<file path="config.mk">
export PLATFORM = sky130hd
export DESIGN_NAME = ttt_move_ctrl
export DESIGN_NICKNAME = d
export VERILOG_FILES = /design/src/rtl/ttt_move_ctrl.sv
export SDC_FILE = /design/constraint.sdc
export NUM_CORES = 1
export LEC_CHECK = 0
export ABC_AREA = 1
export BUFFER_PORTS_ARGS = -buffer_cell sky130_fd_sc_hd__buf_2
export CORE_MARGIN = 3
export CORE_UTILIZATION = 50
export CTS_BUF_LIST = sky130_fd_sc_hd__clkbuf_4 sky130_fd_sc_hd__clkbuf_8 sky130_fd_sc_hd__clkbuf_16
export DETAILED_ROUTE_END_ITERATION = 6
export PLACE_DENSITY_LB_ADDON = 0.15
export SLEW_MARGIN = 30
export SYNTH_ARGS = -nofsm -noshare
export SYNTH_HDL_FRONTEND = slang
export SYNTH_SLANG_ARGS = --single-unit
</file>
<file path="constraint.sdc">
create_clock -name clk_i -period 1.5 [get_ports clk_i]
set_input_delay 0.15 -clock clk_i [delete_from_list [all_inputs] [get_ports clk_i]]
set_output_delay 0.15 -clock clk_i [all_outputs]
set_load 0.1 [all_outputs]
</file>
<file path="src/rtl/ttt_move_ctrl.sv">
// ttt_move_ctrl: upstream move controller for ttt_main.
// Turns a single raw confirm button plus a 4-bit cell selector into turn-ordered, validated
// move commands. Illegal confirms (occupied cell, index > 8, game decided) raise a one-cycle
// move_error pulse instead of a command.
//
// Ports
//   clk_i               system clock, rising edge
//   rst_ni              asynchronous active-low reset
//   btn_confirm_i       raw confirm button, asynchronous, active-high
//   sel_position_i      selected cell 0..8, sampled on the confirm pulse only
//   board_i             cell k = board_i[2k+1:2k]; 00 empty, 01 P1, 10 P2
//   who_i               ttt_main result: 00 playing, 01 P1 win, 10 P2 win, 11 draw
//   player1_enable_o    P1 move command, high ENABLE_CYCLES cycles per accepted move
//   player2_enable_o    P2 move command, high ENABLE_CYCLES cycles per accepted move
//   player1_position_o  last accepted P1 cell
//   player2_position_o  last accepted P2 cell
//   turn_o              0 = P1 to move, 1 = P2 to move
//   move_count_o        accepted moves since reset, saturates at 9
//   move_error_o        one-cycle pulse on a rejected confirm
//   game_over_o         high once the game is decided or the board is full
module ttt_move_ctrl #(
    parameter int unsigned ENABLE_CYCLES = 4,
    parameter int unsigned SYNC_STAGES   = 2
) (
    input  logic        clk_i,
    input  logic        rst_ni,
    input  logic        btn_confirm_i,
    input  logic [3:0]  sel_position_i,
    input  logic [17:0] board_i,
    input  logic [1:0]  who_i,
    output logic        player1_enable_o,
    output logic        player2_enable_o,
    output logic [3:0]  player1_position_o,
    output logic [3:0]  player2_position_o,
    output logic        turn_o,
    output logic [3:0]  move_count_o,
    output logic        move_error_o,
    output logic        game_over_o
);

    localparam int unsigned HoldW = (ENABLE_CYCLES > 1) ? $clog2(ENABLE_CYCLES) : 1;
    localparam logic [HoldW-1:0] HoldLast = HoldW'(ENABLE_CYCLES - 1);
    localparam logic [3:0] MaxMoves = 4'd9;

    typedef enum logic [2:0] {
        StP1Wait,
        StP1Issue,
        StP2Wait,
        StP2Issue,
        StOver
    } state_e;

    state_e                 state_q;
    logic [SYNC_STAGES-1:0] sync_q;
    logic                   btn_prev_q;
    logic                   confirm_q;
    logic [HoldW-1:0]       hold_q;
    logic                   p1_en_q, p2_en_q;
    logic [3:0]             p1_pos_q, p2_pos_q;
    logic                   turn_q;
    logic [3:0]             count_q;
    logic                   error_q;
    logic                   over_q;

    // Button synchronizer and registered rising-edge detect; the extra register makes the
    // raw-edge-to-pulse latency SYNC_STAGES+1 cycles.
    always_ff @(posedge clk_i or negedge rst_ni) begin
        if (!rst_ni) begin
            sync_q     <= '0;
            btn_prev_q <= 1'b0;
            confirm_q  <= 1'b0;
        end else begin
            sync_q     <= {sync_q[SYNC_STAGES-2:0], btn_confirm_i};
            btn_prev_q <= sync_q[SYNC_STAGES-1];
            confirm_q  <= sync_q[SYNC_STAGES-1] & ~btn_prev_q;
        end
    end

    // Occupancy of the selected cell; out-of-range selections read as occupied-free here and
    // are rejected by the range check instead.
    logic [1:0] sel_cell;
    always_comb begin
        sel_cell = 2'b00;
        for (int k = 0; k < 9; k++) begin
            if (sel_position_i == 4'(k)) begin
                sel_cell = board_i[2*k +: 2];
            end
        end
    end

    logic legal;
    assign legal = (sel_position_i <= 4'd8) && (sel_cell == 2'b00) && (who_i == 2'b00);

    always_ff @(posedge clk_i or negedge rst_ni) begin
        if (!rst_ni) begin
            state_q  <= StP1Wait;
            hold_q   <= '0;
            p1_en_q  <= 1'b0;
            p2_en_q  <= 1'b0;
            p1_pos_q <= 4'd0;
            p2_pos_q <= 4'd0;
            turn_q   <= 1'b0;
            count_q  <= 4'd0;
            error_q  <= 1'b0;
            over_q   <= 1'b0;
        end else begin
            error_q <= 1'b0;
            unique case (state_q)
                StP1Wait, StP2Wait: begin
                    if (who_i != 2'b00) begin
                        // A decided game ends play even without a confirm.
                        state_q <= StOver;
                        over_q  <= 1'b1;
                        error_q <= confirm_q;
                    end else if (confirm_q) begin
                        if (legal) begin
                            hold_q <= '0;
                            if (count_q != MaxMoves) begin
                                count_q <= count_q + 4'd1;
                            end
                            if (state_q == StP1Wait) begin
                                p1_pos_q <= sel_position_i;
                                p1_en_q  <= 1'b1;
                                state_q  <= StP1Issue;
                            end else begin
                                p2_pos_q <= sel_position_i;
                                p2_en_q  <= 1'b1;
                                state_q  <= StP2Issue;
                            end
                        end else begin
                            error_q <= 1'b1;
                        end
                    end
                end
                StP1Issue, StP2Issue: begin
                    // Confirms are dropped here; who_i is not consulted until the next WAIT.
                    if (hold_q == HoldLast) begin
                        hold_q  <= '0;
                        p1_en_q <= 1'b0;
                        p2_en_q <= 1'b0;
                        if (count_q == MaxMoves) begin
                            state_q <= StOver;
                            over_q  <= 1'b1;
                        end else begin
                            state_q <= (state_q == StP1Issue) ? StP2Wait : StP1Wait;
                            turn_q  <= ~turn_q;
                        end
                    end else begin
                        hold_q <= hold_q + 1'b1;
                    end
                end
                StOver: begin
                    error_q <= confirm_q;
                end
                default: begin
                    state_q <= StP1Wait;
                end
            endcase
        end
    end

    assign player1_enable_o   = p1_en_q;
    assign player2_enable_o   = p2_en_q;
    assign player1_position_o = p1_pos_q;
    assign player2_position_o = p2_pos_q;
    assign turn_o             = turn_q;
    assign move_count_o       = count_q;
    assign move_error_o       = error_q;
    assign game_over_o        = over_q;

endmodule

</file>
==> metrics <==
EDFF count, synth 0; vias in the first global route 1126; gp weighted congestion 0.826; Slew @ Worst Pin 555 ps; die area 0.00343 mm²; Layout area overhead 28.9%; first-pass GRT wire length 4.66 mm; Clk pin slew, worst setup/hold paths 140 ps; clock skew 2.83 ps; Max Slew Vio Count 0; area leader, netlist dfrtp_1; Crit Path Class flip-flop to output port; ranking of synthesized cells by area dfrtp_1, nand2_1, nor2_1, inv_1, o21ai_1; Mapped Avg Cell Area 8.27 µm²; Initial Util 54.3%; chip height 58.6 µm; Slew Limit Headroom 63.0%; Pre-antenna DRT Iters 4; TritonCTS clock tree done; # port buffers 43; Hold WS 141 ps; share of cells above drive strength 1 38.3%; reg2reg start state_q[0]; Root Driver clkbuf_4; Fillers 231; die width 58.6 µm; arrival time at the worst endpoint 1290 ps; clk buf depth 2; number of max-cap violations 0; asr flop ratio synth 100%; CP required 1350 ps; synth unique cells 25; cell count after synthesis 167; Syn. warnings 0; FP Rows 18; TritonCTS Buffers 3; Top Family by Delay on Critical Path buffers and inverters; ys flop type dfrtp_1; Post-DRT Antenna Nets 0; crit-path max FO 3; largest net degree at the start of global routing 27; Max VDD drop 0.801 mV; Mapped Area 0.00138 mm²; ANT cells 0; overall routing resource usage 17.4%; final core occ 70.0%; via count 1227; Final HPWL DP 2.26 mm; H-Tree Depth 1; CP max stage cell dfrtp_4; min-delay worst type input port to flip-flop; Buf/Inv on CP 2; global route overflow 0; Hold Vio Cnt, Final 0; DRT iter0 DRCs 26; fin nets 253; Leak Pwr 0.946 nW; min Tclk post-route 1440 ps; post-route clock period utilization 96.3%; DR WL/cell 11.1 µm; Clock Sinks 26; post-synthesis register bit count 26; Setup crit start move_count_o[0]; Setup WS pre-CTS 20.9 ps; IO Pins 44; initial antenna violation count 0; critical path endpoint category output port; Max Fclk 0.692 GHz; Final setup viols 0; Yosys top cell area share 47.1%; crit-path cells buf_4, buf_2; setup ws final 55.1 ps; max incr delay on CP 440 ps; pwr dens 1060 mW/mm²; DR vias/cell 4.87; Core ar. 0.00254 mm²; Hold Crit Start sel_position_i[2]; status completed; Final Non-Filler Cells 252; clock latency on the worst-skew pair 310 ps; syn nets 197; critical path launch point type flip-flop; Residual DRC 0; Routed WL 2.80 mm; dpl cells 243; register area share after synthesis 47.1%
==> cell type report <==
class                           instances  area (µm²)  area share [%]
Clock inverter                          1        30.0            1.69
Inverter                               24        91.3            5.13
Tap cell                               30        37.5            2.11
Multi-Input combinational cell        117         644            36.2
Timing Repair Buffer                   51         293            16.4
Clock buffer                            3        22.5            1.26
Sequential cell                        26         662            37.2
==> logic make-up (layout without fill, tap and decap cells) <==
kind of cell,after synthesis,in the layout,share of synthesized area (%)
AND/OR/NAND/NOR,97,97,34.8
flip-flops,26,26,47.1
buffers and inverters,24,79,6.61
AO/OA/AOI/OAI,16,16,8.15
adder cells (fa/ha/maj),3,3,2.72
XOR/XNOR,1,1,0.634
==> where the power goes <==
| part | total (mW) | internal [mW] | switching, mW |
|---|---|---|---|
| clock network | 0.476 | 0.270 | 0.206 |
| registers | 0.826 | 0.773 | 0.0525 |
| logic | 0.590 | 0.159 | 0.431 |
| total | 1.89 | 1.20 | 0.689 |
==> Yosys cell counts, types with 3 or more instances <==
master	number
inv_1	20
nand2_1	45
dfrtp_1	26
nand3_1	8
nand2_2	7
o21ai_1	10
nand4_1	3
nor2_1	21
ha_1	3
inv_2	3
nor3_1	4
==> layer usage <==
| metal | track usage (%) | wire length [µm] | vias to the layer above |
|---|---|---|---|
| li1 | - | - | 642 |
| met1 | 20.9 | 1200 | 550 |
| met2 | 32.1 | 1440 | 33 |
| met3 | 2.19 | 144 | 2 |
| met4 | 5.30 | 19 | 0 |
| met5 | 0 | 0 | - |
==> cells in the final DEF, fill, tap and decap left out, types with 5 or more instances in the layout <==
cell	count
nand3_1	8
nand2_2	8
nor2_1	20
buf_2	43
inv_2	7
inv_1	16
buf_4	5
o21ai_1	10
nand2_1	44
dfrtp_1	21
==> repair_timing <==
item / in CTS / in global routing
setup endpoints to repair: 0 / 14
setup buffers: 0 / 3
gates resized for setup: 0 / 5
hold endpoints to repair: 27 / 0
hold buffers: 2 / 0
==> tightest hold or removal path, cell delays in order <==
cell,delay [ps]
buf_2,90
inv_2,60
o21ai_1,120
==> metrics by stage <==
| step | TNS (ps) | instance area, µm² | total power [mW] |
|---|---|---|---|
| 2_1_floorplan | 0 | 1390 | 1.26 |
| 3_3_place_gp | 0 | 1670 | 1.38 |
| 3_5_place_dp | 0 | 1670 | 1.40 |
| 4_1_cts | 0 | 1740 | 1.88 |
| 5_1_grt | -18.2 | 1780 | 1.98 |
| 6_report | 0 | 1780 | 1.89 |
==> flip-flops by register name, summed over array words and instances, names as in the netlist <==
signal	flops
move_error_o	1
btn_prev_q	1
state_q	3
game_over_o	1
turn_o	1
player2_enable_o	1
player1_enable_o	1
hold_q	2
player1_position_o	4
confirm_q	1
player2_position_o	4
sync_q	2
move_count_o	4
==> final timing paths <==
path,to,slack [ps],cells after the start
min,player2_position_o[2],140,3
max,move_count_o[0],60,2
max reg2reg,hold_q[0],80,7
min reg2reg,sync_q[1],360,0
min in group asynchronous,move_error_o,340,2
max in group asynchronous,move_count_o[1],750,2
Power figures use the tool's default switching activity.
